$ cat config.mk
export PLATFORM = sky130hd
export DESIGN_NAME = if_fetch_flat
export DESIGN_NICKNAME = d
export VERILOG_FILES = /design/src/rtl/fetch_pkg.sv /design/src/rtl/if_fetch_if.sv /design/src/rtl/if_fetch.sv /design/src/flat_wrapper.sv
export SDC_FILE = /design/constraint.sdc
export NUM_CORES = 1
export LEC_CHECK = 0
export ABC_AREA = 1
export CORE_AREA = 2 2 114 116
export CTS_CLUSTER_DIAMETER = 30
export DETAILED_ROUTE_END_ITERATION = 12
export DIE_AREA = 0 0 116 118
export PLACE_DENSITY = 0.78
export SLEW_MARGIN = 20
export SYNTH_ARGS = -nofsm -noshare
export SYNTH_HDL_FRONTEND = slang
export SYNTH_SLANG_ARGS = --single-unit
$ cat constraint.sdc
create_clock -name clk -period 1.6 [get_ports clk]
set_clock_uncertainty 0.2 [all_clocks]
set_input_delay 0.16 -clock clk [delete_from_list [all_inputs] [get_ports clk]]
set_output_delay 0.16 -clock clk [all_outputs]
set_load 0.05 [all_outputs]
$ cat src/rtl/fetch_pkg.sv
// ============================================================================
// Module      : fetch_pkg
// Description : Shared types and constants for the instruction-fetch stage:
//               the FSM state encoding, the NOP word substituted for a
//               misaligned fetch, and the default reset PC.
// Revision    : 1.0 - initial release
// ============================================================================
`default_nettype none

package fetch_pkg;

  // Explicit 2-bit encoding for the fetch controller states
  typedef enum logic [1:0] {
    ST_IDLE  = 2'd0,
    ST_FETCH = 2'd1,
    ST_WAIT  = 2'd2,
    ST_HOLD  = 2'd3
  } fetch_state_e;

  // addi x0, x0, 0
  localparam logic [31:0] C_NOP              = 32'h0000_0013;
  localparam logic [31:0] C_DEFAULT_RESET_PC = 32'h0000_0000;

endpackage : fetch_pkg

`default_nettype wire

$ cat src/rtl/if_fetch_if.sv
// ============================================================================
// Module      : if_fetch_if
// Description : Instruction-memory request/response bus between the fetch
//               stage (master) and the instruction memory (slave).
//               imem_req    : request valid
//               imem_addr   : request address
//               imem_gnt    : request accepted this cycle
//               imem_rvalid : read data valid (earliest one cycle after gnt)
//               imem_rdata  : instruction word
// Revision    : 1.0 - initial release
// ============================================================================
`default_nettype none

interface if_fetch_if;
  logic        imem_req;
  logic [31:0] imem_addr;
  logic        imem_gnt;
  logic        imem_rvalid;
  logic [31:0] imem_rdata;

  modport master (
    output imem_req,
    output imem_addr,
    input  imem_gnt,
    input  imem_rvalid,
    input  imem_rdata
  );

  modport slave (
    input  imem_req,
    input  imem_addr,
    output imem_gnt,
    output imem_rvalid,
    output imem_rdata
  );
endinterface : if_fetch_if

`default_nettype wire

$ cat src/rtl/if_fetch.sv
// ============================================================================
// Module      : if_fetch
// Description : Instruction-fetch stage. Issues at most one outstanding
//               instruction-memory request, registers the returned word into
//               the IF/ID payload, and honours stall (ID back-pressure) and
//               flush (EX-resolved redirect, overriding stall).
// Ports       : clk         - clock, all state on rising edge
//               rst_n       - asynchronous active-low reset
//               npc         - next PC, sampled on accept or flush
//               flush       - redirect; npc holds the target this cycle
//               stall       - ID not ready; hold current instruction
//               pc          - current PC register
//               imem        - instruction-memory bus (master side)
//               if_valid    - IF/ID payload valid
//               if_pc       - PC of the held instruction
//               if_inst     - held instruction word
//               if_misalign - held entry came from a misaligned PC
// Config      : FETCH_MISALIGN_CHK_EN - when defined, a misaligned PC is not
//               fetched; a NOP flagged if_misalign is presented instead.
//               When undefined the address is forced word-aligned and
//               if_misalign stays 0.
// Revision    : 1.0 - initial release
// ============================================================================
`default_nettype none

module if_fetch
  import fetch_pkg::*;
#(
  parameter logic [31:0] RESET_PC = C_DEFAULT_RESET_PC
) (
  input  wire logic        clk,
  input  wire logic        rst_n,
  input  wire logic [31:0] npc,
  input  wire logic        flush,
  input  wire logic        stall,
  output logic      [31:0] pc,
  if_fetch_if.master       imem,
  output logic             if_valid,
  output logic      [31:0] if_pc,
  output logic      [31:0] if_inst,
  output logic             if_misalign
);

  fetch_state_e state_q;
  logic [31:0]  pc_q;
  logic         kill_q;         // outstanding response belongs to a flushed PC
  logic         if_valid_q;
  logic [31:0]  if_pc_q;
  logic [31:0]  if_inst_q;
  logic         if_misalign_q;

  logic         w_misalign;
  logic         w_req;

`ifdef FETCH_MISALIGN_CHK_EN
  assign w_misalign     = (pc_q[1:0] != 2'b00);
  assign imem.imem_addr = pc_q;
`else
  assign w_misalign     = 1'b0;
  assign imem.imem_addr = {pc_q[31:2], 2'b00};
`endif

  assign w_req         = (state_q == ST_FETCH) && !w_misalign;
  assign imem.imem_req = w_req;

  always_ff @(posedge clk or negedge rst_n) begin
    if (!rst_n) begin
      state_q       <= ST_IDLE;
      pc_q          <= RESET_PC;
      kill_q        <= 1'b0;
      if_valid_q    <= 1'b0;
      if_pc_q       <= 32'h0;
      if_inst_q     <= 32'h0;
      if_misalign_q <= 1'b0;
    end else begin
      case (state_q)
        ST_IDLE: state_q <= ST_FETCH;

        ST_FETCH: begin
          if (flush) begin
            // An ungranted request may simply change address; a granted one
            // must have its response discarded.
            pc_q <= npc;
            if (w_req && imem.imem_gnt) begin
              state_q <= ST_WAIT;
              kill_q  <= 1'b1;
            end
          end
`ifdef FETCH_MISALIGN_CHK_EN
          else if (w_misalign) begin
            state_q       <= ST_HOLD;
            if_valid_q    <= 1'b1;
            if_misalign_q <= 1'b1;
            if_inst_q     <= C_NOP;
            if_pc_q       <= pc_q;
          end
`endif
          else if (imem.imem_gnt) begin
            state_q <= ST_WAIT;
          end
        end

        ST_WAIT: begin
          if (flush) begin
            pc_q <= npc;
            if (imem.imem_rvalid) begin
              state_q <= ST_FETCH;
              kill_q  <= 1'b0;
            end else begin
              kill_q  <= 1'b1;
            end
          end else if (imem.imem_rvalid) begin
            if (kill_q) begin
              kill_q  <= 1'b0;
              state_q <= ST_FETCH;
            end else begin
              if_valid_q <= 1'b1;
              if_pc_q    <= pc_q;
              if_inst_q  <= imem.imem_rdata;
              state_q    <= ST_HOLD;
            end
          end
        end

        ST_HOLD: begin
          if (flush || !stall) begin
            pc_q          <= npc;
            if_valid_q    <= 1'b0;
            if_misalign_q <= 1'b0;
            state_q       <= ST_FETCH;
          end
        end

        default: state_q <= ST_IDLE;
      endcase
    end
  end

  assign pc          = pc_q;
  assign if_valid    = if_valid_q;
  assign if_pc       = if_pc_q;
  assign if_inst     = if_inst_q;
  assign if_misalign = if_misalign_q;

endmodule : if_fetch

`default_nettype wire

$ cat src/flat_wrapper.sv
// flat-port wrapper written by rule: the top's interface ports become plain ports
module if_fetch_flat import fetch_pkg::*;
#(
  parameter logic [31:0] RESET_PC = C_DEFAULT_RESET_PC
)
  (clk, rst_n, npc, flush, stall, pc, if_valid, if_pc, if_inst, if_misalign, imem_imem_req, imem_imem_addr, imem_imem_gnt, imem_imem_rvalid, imem_imem_rdata);
  if_fetch_if imem_i ();
  input  wire logic clk;
  input  wire logic rst_n;
  input  wire logic [31:0] npc;
  input  wire logic flush;
  input  wire logic stall;
  output logic      [31:0] pc;
  output logic if_valid;
  output logic      [31:0] if_pc;
  output logic      [31:0] if_inst;
  output logic if_misalign;
  output wire logic [$bits(imem_i.imem_req)-1:0] imem_imem_req;
  output wire logic [$bits(imem_i.imem_addr)-1:0] imem_imem_addr;
  input wire logic [$bits(imem_i.imem_gnt)-1:0] imem_imem_gnt;
  input wire logic [$bits(imem_i.imem_rvalid)-1:0] imem_imem_rvalid;
  input wire logic [$bits(imem_i.imem_rdata)-1:0] imem_imem_rdata;
  assign imem_imem_req = imem_i.imem_req;
  assign imem_imem_addr = imem_i.imem_addr;
  assign imem_i.imem_gnt = imem_imem_gnt;
  assign imem_i.imem_rvalid = imem_imem_rvalid;
  assign imem_i.imem_rdata = imem_imem_rdata;
  if_fetch #(.RESET_PC(RESET_PC)) u_core (.clk(clk), .rst_n(rst_n), .npc(npc), .flush(flush), .stall(stall), .pc(pc), .imem(imem_i), .if_valid(if_valid), .if_pc(if_pc), .if_inst(if_inst), .if_misalign(if_misalign));
endmodule
---- After elaboration in Yosys (flattened, before gate mapping) ----
Index checks and enable logic that the tools add are counted.
word-level totals
  register bits ........................... 100
  bits of input ports ..................... 70
  output and inout port bits .............. 131
  logic and storage cells ................. 57
operators by class
  equality and inequality tests ........... 13
  muxes and demuxes ....................... 23
  bitwise gates (word level) .............. 2
  reductions and logical operators ........ 13
operator list
  cell                                                 number
  two-way mux 32 bit                                   2
  case mux 32 bit (2 select lines)                     1
  two-way mux 2 bit                                    8
  AND reduction 4 bit                                  3
  != test 2 bit, second input constant                 5
  two-way mux 1 bit                                    9
  != test 3 bit, second input constant                 3
  case mux 2 bit (4 select lines)                      1
  nonzero test 2 bit                                   3
  AND reduction 5 bit                                  1
  equality test 2 bit, second input constant           2
  != test 2 x 1 -> 1 bit, second input constant        2
  case mux 1 bit (2 select lines)                      2
  AND reduction 3 bit                                  1
  equality test 2 x 1 -> 1 bit, second input constant  1
  zero test 2 bit                                      1
  NOT 1 bit                                            2
  OR reduction 2 bit                                   1
  logical AND 1 bit                                    1
  zero test 1 bit                                      1
  logical OR 1 bit                                     1

---- Logic depth before layout (Yosys ltp) ----
  word-level depth ........................ 5
  mapped depth ............................ 8
  mapped depth without buffers ............ 8

---- Worst setup path before layout ----
Ideal clock, no wire load.
  path type ............................... reg2reg
  start ................................... register u_core.state_q[1]
  end ..................................... register u_core.kill_q
  library setup time ...................... 0.117 ns
  arrival time ............................ 1.330 ns
  data required time ...................... 1.283 ns
  slack ................................... -0.046 ns
  stages on the path, launching flop included .. 8
  path buffers ............................ 0
  path through ............................ dfrtp_1 inv_1 ha_1 inv_1 nand2_1 nand2_1 nand3_1 nand2_1
between the ends
  word-level cells in the longest chain between the ends .. 4
  elaborated cells on any way between the ends .. 9
  classes of those cells .................. 5 x eq/ne; 1 x mux; 3 x reduce/logical
ends and longest elaborated chain
  element                           line                RTL
  start, declared                   if_fetch.sv:44      fetch_state_e state_q;
  start signal, assigned            if_fetch.sv:68      state_q <= ST_IDLE;
  start signal, assigned            if_fetch.sv:77      ST_IDLE: state_q <= ST_FETCH;
  start signal, assigned            if_fetch.sv:85      state_q <= ST_WAIT;
  equality test 2 x 1 -> 1 bit (*)  if_fetch.sv:63      assign w_req = (state_q == ST_FETCH) && !w_misalign;
  named net imem_imem_req           flat_wrapper.sv:18  output wire logic [$bits(imem_i.imem_req)-1:0] imem_imem_req;
  logical AND 1 bit                 if_fetch.sv:84      if (w_req && imem.imem_gnt) begin
  != test 2 bit (no line)           --
  AND reduction 4 bit (no line)     --
  end signal, assigned              if_fetch.sv:70      kill_q <= 1'b0;
  end signal, assigned              if_fetch.sv:86      kill_q <= 1'b1;
  end signal, assigned              if_fetch.sv:108     kill_q <= 1'b0;
  end, declared                     if_fetch.sv:46      logic kill_q;
The timed path passes the listed nets; every way through them passes the cells marked *.
A chain may end at the register's enable or synchronous reset.

---- Worst setup path after layout ----
  start ................................... register u_core.state_q[0]
  end ..................................... register u_core.pc_q[21], in the netlist u_core.pc[21]
between the ends
  word-level cells in the longest chain between the ends .. 4
  elaborated cells on any way between the ends .. 9
  classes of those cells .................. 5 x eq/ne; 1 x mux; 3 x reduce/logical
ends and longest elaborated chain
  element                                                                        line             RTL
  equality test 2 bit / equality test 2 x 1 -> 1 bit (equally long branches)     if_fetch.sv:76   case (state_q)
  OR reduction 2 bit (no line)                                                   --
  != test 2 x 1 -> 1 bit (no line) / nonzero test 2 bit (equally long branches)  --
  AND reduction 3 bit (no line)                                                  --
  end signal, assigned                                                           if_fetch.sv:83   pc_q <= npc;
  end signal, assigned                                                           if_fetch.sv:105  pc_q <= npc;
  end signal, assigned                                                           if_fetch.sv:127  pc_q <= npc;
  end, declared                                                                  if_fetch.sv:45   logic [31:0] pc_q;
Parallel ways exist; a longest one is shown, timed or not.

==> metrics.txt <==
# TYPE chip_impl_metric gauge
chip_impl_metric{name="number_of_nets_at_the_end_of_the_flow",unit=""} 771
chip_impl_metric{name="totalWireLength",unit="mm"} 15.79
chip_impl_info{name="crit_slowest_cell",value="sky130_fd_sc_hd__dfrtp_1"} 1
chip_impl_metric{name="ys_warn_count",unit=""} 0
chip_impl_metric{name="cts-root-to-sink-buffers",unit=""} 2
chip_impl_metric{name="worstPathBufferInverterCount",unit=""} 4
chip_impl_info{name="clockRootBuffer",value="sky130_fd_sc_hd__clkbuf_16"} 1
chip_impl_metric{name="detail_route.wl_per_cell",unit="um"} 18.06
chip_impl_metric{name="reg2reg_depth",unit=""} 8
chip_impl_metric{name="grt_pass1_wl",unit="mm"} 21.63
chip_impl_metric{name="drt_pre_antenna_iters",unit=""} 4
chip_impl_metric{name="die_footprint",unit="um2"} 13690
chip_impl_metric{name="clk_latency",unit="ps"} 340
chip_impl_metric{name="path_max_fanout",unit=""} 7
chip_impl_metric{name="path_clk_slew",unit="ps"} 70
chip_impl_metric{name="postRouteAntennaNets",unit=""} 0
chip_impl_metric{name="clock.fmax",unit="GHz"} 0.5836
chip_impl_metric{name="netlist_area",unit="um2"} 4602
chip_impl_metric{name="boundaryPins",unit=""} 201
chip_impl_metric{name="timing.reg2reg.setup_slack",unit="ps"} -110
chip_impl_metric{name="filler_cell_count",unit=""} 782
chip_impl_metric{name="dr_wl_met3",unit="um"} 877
chip_impl_metric{name="timing.setup.tns",unit="ps"} -5654
chip_impl_metric{name="grt.total_usage",unit="%"} 20.19
chip_impl_metric{name="total_met2_wirelength_after_detailed_routing",unit="mm"} 8.606
chip_impl_info{name="path_delay_family",value="buffers and inverters"} 1
chip_impl_metric{name="vias_in_the_first_global_route",unit=""} 4246
chip_impl_metric{name="dp_hpwl",unit="mm"} 10.01
chip_impl_info{name="hold_class",value="in2async"} 1
chip_impl_metric{name="power.ir.vdd_worst",unit="V"} 0.001682
chip_impl_metric{name="coreArea",unit="um2"} 12410
chip_impl_info{name="worst-setup-path-type",value="reg2reg"} 1
chip_impl_metric{name="grt_antenna_before_repair",unit=""} 0
chip_impl_metric{name="leakagePower",unit="uW"} 0.004350
chip_impl_metric{name="remaining_drc_errors",unit=""} 0
chip_impl_info{name="outcome",value="finished, violations left"} 1
chip_impl_metric{name="finalCriticalPeriod",unit="ps"} 1713
chip_impl_metric{name="rows",unit=""} 41
chip_impl_metric{name="netlist_instances",unit=""} 492
chip_impl_metric{name="drt-initial-drc-count",unit=""} 180
chip_impl_info{name="violations_in_the_final_reports",value="negative setup slack"} 1
chip_impl_metric{name="sw_frac_of_total",unit="%"} 47.31
chip_impl_metric{name="wl_met1",unit="mm"} 5.962
chip_impl_metric{name="die_y",unit="um"} 118
chip_impl_info{name="route.top_layer_used",value="met4"} 1
chip_impl_metric{name="largest_net_degree_at_the_start_of_global_routing",unit=""} 58
chip_impl_metric{name="power_density",unit="nW/um2"} 2458
chip_impl_metric{name="seq_power_share",unit="%"} 24.0
chip_impl_metric{name="cts.sinks",unit=""} 100
chip_impl_info{name="synth_largest_area_cell",value="sky130_fd_sc_hd__dfrtp_1"} 1
chip_impl_metric{name="routabilityCongestion",unit=""} 0.8520
chip_impl_metric{name="synth.yosys.seq_area_share",unit="%"} 54.38
chip_impl_metric{name="netSwitchingPower",unit="uW"} 10640
chip_impl_metric{name="timing.final.crit_share",unit="%"} 107.1
chip_impl_info{name="critical_path_cell_sequence",value="inv_2 -> ha_4 -> inv_4 -> o21ai_4 -> buf_8 -> clkbuf_16 -> nand3_2 -> nand2_1"} 1
chip_impl_metric{name="max_stage_delay_on_crit_path",unit="ps"} 400
chip_impl_metric{name="cellInternalPower",unit="uW"} 11840
chip_impl_info{name="reg2reg_from",value="u_core.state_q[0]$_DFFE_PN0P_"} 1
chip_impl_metric{name="seq_area",unit="um2"} 2504
chip_impl_metric{name="synth_area_per_cell",unit="um2"} 9.353
chip_impl_metric{name="detailroute.via_count",unit=""} 4127
chip_impl_metric{name="arrival",unit="ps"} 1790
chip_impl_metric{name="combined_area_of_the_multi_input_logic_cells",unit="um2"} 1822
chip_impl_metric{name="start_util",unit="%"} 37.07
chip_impl_metric{name="number_of_diodes_added_for_antenna_fixing",unit=""} 0
chip_impl_metric{name="finalSetupViolations",unit=""} 92
chip_impl_info{name="crit_path_start_kind",value="flip-flop"} 1
chip_impl_metric{name="post_drt_via_cell_ratio",unit=""} 4.722
chip_impl_info{name="critical_register_to_register_path_endpoint",value="u_core.pc[21]$_DFFE_PN0P_"} 1
chip_impl_metric{name="max_cap_violations",unit=""} 0
chip_impl_metric{name="hold_slack",unit="ps"} 74.58
chip_impl_metric{name="p_comb_share",unit="%"} 66.4
chip_impl_metric{name="numPortBuffers",unit=""} 197
chip_impl_metric{name="die_width",unit="um"} 116
chip_impl_info{name="synth_top_cells_by_area",value="sky130_fd_sc_hd__dfrtp_1 54%, sky130_fd_sc_hd__nand2_1 12%, sky130_fd_sc_hd__o21ai_2 9.7%"} 1
chip_impl_metric{name="cts_max_level",unit=""} 3
chip_impl_metric{name="post_synth_num_cell_types",unit=""} 18
chip_impl_metric{name="yosys_register_bits",unit=""} 100
chip_impl_metric{name="tritoncts.num_buffers",unit=""} 9
chip_impl_metric{name="layout-drive-gt1-share",unit="%"} 49.43
chip_impl_info{name="tritoncts",value="done"} 1
chip_impl_metric{name="final_max_slew_viol_count",unit=""} 0
chip_impl_metric{name="timing.critical_path.required",unit="ps"} 1680
chip_impl_metric{name="synth_top_cell_area_share",unit="%"} 54.38
chip_impl_metric{name="pwr-share-clk",unit="%"} 9.6
chip_impl_metric{name="total_congestion_overflow_after_global_routing",unit=""} 0
chip_impl_info{name="rsz0062_at_grt",value="yes"} 1
chip_impl_metric{name="report.final.hold_viol_count",unit=""} 0
chip_impl_metric{name="syn2layout_area_growth",unit="%"} 98.75
chip_impl_info{name="worst_setup_end_kind",value="flip-flop"} 1
chip_impl_metric{name="finalWorstSetupSlack",unit="ps"} -113.4
-- final cells by class --
type	count	share of cell area [%]
repair buffers	249	44.13
clock inverters	4	0.5472
well taps	172	2.353
inverters	73	3.023
flip-flops and latches	100	27.37
multi-input cells	265	19.92
clock buffers	11	2.654
-- sequential cells by signal (all words and copies together), names as in the netlist --
name	count
u_core.pc	32
u_core.if_valid	1
u_core.if_inst	32
u_core.state_q	2
u_core.if_pc	32
u_core.kill_q	1
-- synth_stat cells (all sizes together) --
cell	instances
nand2	149
clkbuf	1
o21ai	69
dfrtp	100
ha	3
conb	1
buf	55
nand3	36
nor2	5
inv	73
-- per-layer routing --
layer | up-vias | GRT usage [%]
li1 | 1893 | -
met1 | 2044 | 23.87
met2 | 166 | 36.33
met3 | 24 | 3.965
met4 | 0 | 6.399
met5 | - | 0
-- stage by stage --
stage	setup slack (ps)	utilization, %	cells	total power (uW)	instance area [um2]
after CTS	-99.20	67.58	858	21660	8389
after global routing	-170.2	73.67	874	23360	9146
final	-113.4	73.67	874	22480	9146
after global placement	-57.84	63.68	837	18780	7905
after floorplan	14.92	-	494	11990	4612
after detailed placement	-120.7	63.68	837	19110	7905
-- worst max-delay path by stage --
stage,from,depth (start not counted),slack [ps],endpoint
after floorplan,u_core.state_q[0]$_DFFE_PN0P_,8,10,u_core.pc[10]$_DFFE_PN0P_
after global placement,flush,6,-60,u_core.if_inst[0]$_DFFE_PN0P_
after detailed placement,u_core.state_q[0]$_DFFE_PN0P_,8,-120,u_core.pc[21]$_DFFE_PN0P_
after CTS,u_core.state_q[1]$_DFFE_PN0P_,7,-100,u_core.pc[10]$_DFFE_PN0P_
after global routing,u_core.state_q[0]$_DFFE_PN0P_,8,-170,u_core.pc[20]$_DFFE_PN0P_
final,u_core.state_q[0]$_DFFE_PN0P_,8,-110,u_core.pc[21]$_DFFE_PN0P_
-- power by group through the flow --
stage / clock network, uW / registers, uW / logic (uW)
3_5_place_dp: 0 / 5210 / 13900
4_1_cts: 2190 / 5200 / 14300
6_report: 2160 / 5390 / 14900
3_3_place_gp: 0 / 5160 / 13600
2_1_floorplan: 0 / 7790 / 4200
5_1_grt: 2290 / 5530 / 15500
-- cell families (layout without fill, tap and decap cells) --
family                   after synthesis  after routing  synth area share (%)
other                                  1              3               0.08149
AND/OR/NAND/NOR                      190            190                 16.69
AO/OA/AOI/OAI                         69             69                 11.91
buffers and inverters                129            337                 16.12
flip-flops                           100            100                 54.38
adder cells (fa/ha/maj)                3              3                0.8157
-- what timing repair did --
action	4_1_cts	5_1_grt
cloned	3	14
resized for setup	18	130
hold buffers	1	0
pin swaps	3	27
endpoints found under the hold margin	100	0
setup buffers	2	3
setup endpoints to repair	65	88
-- worst reg2reg max path: cells and delay by family, from the launching register on --
family                     cells  cell delay, ps
adders and majority gates      1             280
and+or+nand+nor                2             140
buffers and inverters          4             470
AOI/OAI and AO/OA              1             170
DFF                            1             400
-- cells in the final DEF, fill, tap and decap left out, drive strengths merged --
| cell | synthesis | layout |
|---|---|---|
| nor2 | 5 | 5 |
| o21ai | 69 | 69 |
| buf | 55 | 170 |
| nand2 | 149 | 149 |
| dfrtp | 100 | 100 |
| nand3 | 36 | 36 |
| conb | 1 | 3 |
| bufinv | 0 | 1 |
| ha | 3 | 3 |
| dlygate4sd3 | 0 | 1 |
| clkdlybuf4s50 | 0 | 68 |
| clkbuf | 1 | 21 |
| clkinvlp | 0 | 2 |
| inv | 73 | 73 |
| clkinv | 0 | 1 |
Note: power is estimated with default switching activity, not from simulation.
